$ cat config.mk
export PLATFORM = sky130hd
export DESIGN_NAME = uart_mux
export DESIGN_NICKNAME = d
export VERILOG_FILES = /design/src/rtl/uart_mux.sv
export SDC_FILE = /design/constraint.sdc
export NUM_CORES = 1
export LEC_CHECK = 0
export CAP_MARGIN = 20
export CORE_UTILIZATION = 45
export CTS_CLUSTER_DIAMETER = 40
export DETAILED_ROUTE_END_ITERATION = 7
export HOLD_SLACK_MARGIN = 0.02
export SYNTH_ARGS = -nofsm -noshare
export SYNTH_HDL_FRONTEND = slang
export SYNTH_SLANG_ARGS = --single-unit
$ cat constraint.sdc
create_clock -name clk -period 4.8 [get_ports clk]
set_clock_uncertainty 0.1 [all_clocks]
set_input_delay 0.48 -clock clk [delete_from_list [all_inputs] [get_ports clk]]
set_output_delay 0.48 -clock clk [all_outputs]
set_load 0.01 [all_outputs]
$ cat src/rtl/uart_mux.sv
// uart_mux: board-to-host UART packet transmitter.
// Packets of {addr, data} are queued in a DEPTH-entry FIFO and sent as two
// back-to-back 8N1 bytes (addr first, then data) at BAUDRATE.
//
// Ports
//   clk       single clock, rising edge
//   resetn    asynchronous active-low reset
//   addr      packet address byte (channel number)
//   data      packet data byte
//   write     enqueue request for {addr,data}, sampled each clk
//   full      FIFO holds DEPTH packets (from the registered count)
//   overflow  one-cycle pulse after a write was dropped because FIFO was full
//   busy      FIFO non-empty or transmitter active
//   uart_txd  serial line, idle high, driven from a flop
module uart_mux #(
  parameter int unsigned FREQ     = 32_250_000,
  parameter int unsigned BAUDRATE = 921600,
  parameter int unsigned DEPTH    = 8
) (
  input  logic       clk,
  input  logic       resetn,
  input  logic [7:0] addr,
  input  logic [7:0] data,
  input  logic       write,
  output logic       full,
  output logic       overflow,
  output logic       busy,
  output logic       uart_txd
);

  // Bit period in clk cycles, rounded to nearest.
  localparam int unsigned DIV = (FREQ + BAUDRATE / 2) / BAUDRATE;
  localparam int unsigned AW  = (DEPTH > 1) ? $clog2(DEPTH) : 1;
  localparam int unsigned CW  = $clog2(DEPTH) + 1;
  localparam int unsigned BW  = (DIV > 1) ? $clog2(DIV) : 1;
  localparam logic [BW-1:0] BAUD_RELOAD = BW'(DIV - 1);

  typedef enum logic [1:0] {
    IDLE,
    START,
    BITS,
    STOP
  } tx_state_t;

  typedef enum logic {
    SEL_ADDR,
    SEL_DATA
  } byte_sel_t;

  // ---------------------------------------------------------------------
  // Packet FIFO
  // ---------------------------------------------------------------------
  logic [15:0]   mem [DEPTH];
  logic [AW-1:0] wr_ptr;
  logic [AW-1:0] rd_ptr;
  logic [CW-1:0] count;
  logic [15:0]   head;
  logic          push;
  logic          pop;

  assign full = (count == CW'(DEPTH));
  // A write while full is dropped even if a pop happens on the same edge.
  assign push = write & ~full;
  assign head = mem[rd_ptr];

  always_ff @(posedge clk) begin
    if (push) begin
      mem[wr_ptr] <= {addr, data};
    end
  end

  always_ff @(posedge clk or negedge resetn) begin
    if (!resetn) begin
      wr_ptr   <= '0;
      rd_ptr   <= '0;
      count    <= '0;
      overflow <= 1'b0;
    end else begin
      if (push) begin
        wr_ptr <= (wr_ptr == AW'(DEPTH - 1)) ? '0 : wr_ptr + AW'(1);
      end
      if (pop) begin
        rd_ptr <= (rd_ptr == AW'(DEPTH - 1)) ? '0 : rd_ptr + AW'(1);
      end
      case ({push, pop})
        2'b10:   count <= count + CW'(1);
        2'b01:   count <= count - CW'(1);
        default: count <= count;
      endcase
      overflow <= write & full;
    end
  end

  // ---------------------------------------------------------------------
  // Transmitter
  // ---------------------------------------------------------------------
  tx_state_t     state, state_n;
  byte_sel_t     sel, sel_n;
  logic [7:0]    shreg, shreg_n;
  logic [7:0]    hold, hold_n;     // data byte of the packet in flight
  logic [2:0]    bit_cnt, bit_cnt_n;
  logic [BW-1:0] baud_cnt, baud_cnt_n;
  logic          txd_q, txd_n;

  always_ff @(posedge clk or negedge resetn) begin
    if (!resetn) begin
      state    <= IDLE;
      sel      <= SEL_ADDR;
      shreg    <= '0;
      hold     <= '0;
      bit_cnt  <= '0;
      baud_cnt <= '0;
      txd_q    <= 1'b1;
    end else begin
      state    <= state_n;
      sel      <= sel_n;
      shreg    <= shreg_n;
      hold     <= hold_n;
      bit_cnt  <= bit_cnt_n;
      baud_cnt <= baud_cnt_n;
      txd_q    <= txd_n;
    end
  end

  always_comb begin
    state_n    = state;
    sel_n      = sel;
    shreg_n    = shreg;
    hold_n     = hold;
    bit_cnt_n  = bit_cnt;
    baud_cnt_n = baud_cnt;
    txd_n      = txd_q;
    pop        = 1'b0;

    case (state)
      IDLE: begin
        txd_n = 1'b1;
        if (count != '0) begin
          pop        = 1'b1;
          shreg_n    = head[15:8];
          hold_n     = head[7:0];
          txd_n      = 1'b0;
          sel_n      = SEL_ADDR;
          baud_cnt_n = BAUD_RELOAD;
          state_n    = START;
        end
      end

      START: begin
        if (baud_cnt == '0) begin
          txd_n      = shreg[0];
          bit_cnt_n  = '0;
          baud_cnt_n = BAUD_RELOAD;
          state_n    = BITS;
        end else begin
          baud_cnt_n = baud_cnt - BW'(1);
        end
      end

      BITS: begin
        if (baud_cnt == '0) begin
          baud_cnt_n = BAUD_RELOAD;
          if (bit_cnt == 3'd7) begin
            txd_n   = 1'b1;
            state_n = STOP;
          end else begin
            // Line already shows shreg[0]; advance to the next bit.
            shreg_n   = shreg >> 1;
            txd_n     = shreg[1];
            bit_cnt_n = bit_cnt + 3'd1;
          end
        end else begin
          baud_cnt_n = baud_cnt - BW'(1);
        end
      end

      STOP: begin
        if (baud_cnt == '0) begin
          if (sel == SEL_ADDR) begin
            // Data byte follows the addr stop bit with no gap.
            shreg_n    = hold;
            txd_n      = 1'b0;
            sel_n      = SEL_DATA;
            baud_cnt_n = BAUD_RELOAD;
            state_n    = START;
          end else begin
            state_n = IDLE;
          end
        end else begin
          baud_cnt_n = baud_cnt - BW'(1);
        end
      end

      default: state_n = IDLE;
    endcase
  end

  assign uart_txd = txd_q;
  assign busy     = (count != '0) || (state != IDLE);

endmodule

==> results.md <==
- Max cap viols: 0
- CP endpoint kind: register
- Warnings, synthesis: 0
- CP startpoint kind: register
- Reg clk slew, reported paths: 0.07 ns
- Combinational Power Share: 30.9%
- Die width: 128 um
- Number of top-level pins: 23
- Core Box Area: 15,300 sq um
- Most frequent cell after synthesis: edfxtp_1
- Largest net degree at the start of global routing: 41
- NetSw: 1.67 mW
- FF/Latch Area: 4850 sq um
- Nets: 490
- Clock H-tree levels: 4
- Hold Buf Count CTS: 0
- Synth async-reset ratio: 23.8%
- Share of cells above drive strength 1: 21.8%
- Crit Path Class: register to register
- CP max stage cell: or4_1
- Remaining DRCs: 0
- Total clock buffers created by CTS: 17
- Yosys top cell by area: edfxtp_1
- Worst-Skew Late Latency: 0.43 ns
- Vias in the first global route: 3,845
- CP delay by family, top: simple AND/OR/NAND/NOR gates
- Final ANT Viol Nets: 0
- Sw Ratio: 32.6%
- Vias/cell: 5.52
- Peak supply drop: 0.375 mV
- # rows: 45
- Crit-path most repeated cell: xor2_1
- Area of the multi-input gates: 2140 sq um
- Initial antenna violation count: 0
- GPL Wtd Cong: 0.770
- Setup violators final: 0
- Worst slew pin tran: 1.02 ns
- Cell chain of the critical path: or4_1 -> nand2_1 -> inv_1 -> ha_1 -> xor2_1 -> ha_1 -> a21oi_1 -> xor2_1 -> nor2_1 -> xor2_1
- Mean post-synth cell area: 16.9 sq um
- # fillers: 1,272
- Yosys reg bits: 168
- LEAKAGE: 2.90 nW
- Final Hold Fails: 0
- Post-cts resize count: 0
- Top cells by count, synth: 128 x edfxtp_1, 39 x dfrtp_1, 34 x nand2_1
- Clock Path Buffers: 2
- Main synth FF type: edfxtp_1
- CP Buf/Inv Count: 1
- Total global routing overflow: 0
- CP arrival: 3.35 ns
- Worst Hold Class: input port to async pin
- Total wire length: 13,700 um
- First-pass GRT wire length: 22,000 um
- Achievable frequency: 318 MHz
- Synth top area cells: edfxtp_1 54%, dfrtp_1 14%, mux4_2 9.5%, ha_1 2.8%, mux2_2 2.2%
- CTS tree: done
- Sequential power share: 42.9%
- Starting DRT DRC Count: 249
- Max-slew violation count: 0
- CP required: 5.01 ns
- Post-synth EDFFs: 128
- Fin crit share: 65.5%
- Antenna cells: 0
- RSZ-0062 raised after global routing: false
- Internal power: 3.46 mW
- Layout Area Growth over Synthesis: 14.8%
- Total GRT Usage: 19.0%
- Mapped Area: 7100 sq um
- Mapped Cells: 421
- Design Power: 5.13 mW
- TNS Setup: 0 ns
- WL per Instance: 20.2 um
- CP peak stage delay: 0.63 ns
- Mapped Nets: 456
- DRT Pass-1 Iters: 4
- Number of library cell types mapped by synthesis: 55
- Root buf cell: clkbuf_16
- Post-CTS Setup Repair Bufs: 0
- Synth top area share: 54.1%
- Post-DP HPWL: 8110 um
- Rel. slew slack: 32.1%
- Power per cell area: 629 nW/um^2
- # clock sinks: 168
- Die height: 128 um
- Minimum clock period: 3.14 ns
- CP max FO: 23
- Port bufs: 22
- Detailed-route via count: 3,747
- Initial Utilization: 46.4%
- Seq/Total Area, Yosys: 68.3%
- Outcome: finished clean
- Die ar.: 16,300 sq um
- Clk pwr share: 26.1%
-- worst paths after layout --
check | slack (ns) | end | depth (start not counted) | start
max in group asynchronous | 3.85 | rd_ptr[0]$_DFFE_PN0P_ | 1 | resetn
worst max-delay path | 1.66 | count[2]$_DFFE_PN0P_ | 10 | count[1]$_DFFE_PN0P_
worst min-delay path | 0.1 | baud_cnt[0]$_DFFE_PN0P_ | 1 | resetn
worst max register to register | 1.66 | count[2]$_DFFE_PN0P_ | 10 | count[1]$_DFFE_PN0P_
min in group clk | 0.38 | uart_txd$_DFFE_PN1P_ | 2 | uart_txd$_DFFE_PN1P_
worst min register to register | 0.38 | uart_txd$_DFFE_PN1P_ | 2 | uart_txd$_DFFE_PN1P_
-- layout by cell type, fill, tap and decap left out, types with 14 or more instances in the layout --
| cell | count |
|---|---|
| clkdlybuf4s50_1 | 21 |
| mux2_2 | 14 |
| ha_1 | 16 |
| dfrtp_1 | 38 |
| o21ai_0 | 18 |
| mux4_2 | 30 |
| edfxtp_1 | 128 |
| nand2_1 | 34 |
| clkbuf_16 | 17 |
-- metrics by stage --
step	instance area (sq um)	cells	setup slack [ns]	utilization (%)	hold slack (ns)
final	8150	679	1.66	53.2	0.0969
after global routing	8150	679	1.41	53.2	0.162
after CTS	8150	679	1.66	53.2	0.119
after detailed placement	7570	647	1.67	49.5	0.366
after global placement	7570	647	1.72	49.5	0.361
after floorplan	7100	421	1.98	-	0.0844
-- power by group through the flow --
stage	combinational (mW)	clock, mW	sequential [mW]
2_1_floorplan	1.34	0	2.05
3_3_place_gp	1.58	0	2.22
3_5_place_dp	1.61	0	2.23
4_1_cts	1.62	1.37	2.21
5_1_grt	1.76	1.42	2.25
6_report	1.59	1.34	2.20
-- worst register-to-register path, delay by kind of cell, from the launching register on --
family                     cells  cell delay, ns
and+or+nand+nor                3            1.25
adders and majority gates      2            0.47
xor gates and xnor gates       3            0.47
DFF                            1            0.47
buffers and inverters          1            0.14
AOI/OAI and AO/OA              1            0.14
-- per-layer routing --
layer,track usage [%],vias up,share of wire [%]
met2,32.0,87,51
met1,23.6,1913,43
met4,8.51,0,2.1
met5,0,-,0
met3,4.23,19,4.2
li1,-,1728,-
-- state kept, by name (all words and copies together), names as in the netlist --
register,count
overflow,1
wr_ptr,3
baud_cnt,6
uart_txd,1
shreg,8
mem,128
state,2
bit_cnt,3
sel,1
rd_ptr,3
hold,8
count,4
-- cell families (layout without fill, tap and decap cells) --
| kind of cell | count (synthesis) | after routing | synth area share [%] |
|---|---|---|---|
| adder cells (fa/ha/maj) | 16 | 16 | 2.82 |
| AO/OA/AOI/OAI | 58 | 58 | 6.26 |
| XOR/XNOR | 4 | 4 | 0.494 |
| multiplexers | 57 | 57 | 13.6 |
| AND/OR/NAND/NOR | 92 | 92 | 6.84 |
| buffers and inverters | 26 | 73 | 1.76 |
| flip-flops | 168 | 168 | 68.3 |
-- cell type report --
class / count / area share (%)
Clock buffer: 18 / 5.27
Sequential cell: 168 / 59.5
Timing Repair Buffer: 32 / 3.56
Multi-Input combinational cell: 227 / 26.2
Inverter: 9 / 0.415
Tap cell: 211 / 3.24
Clock inverter: 14 / 1.80
(Power assumes the default switching activity.)
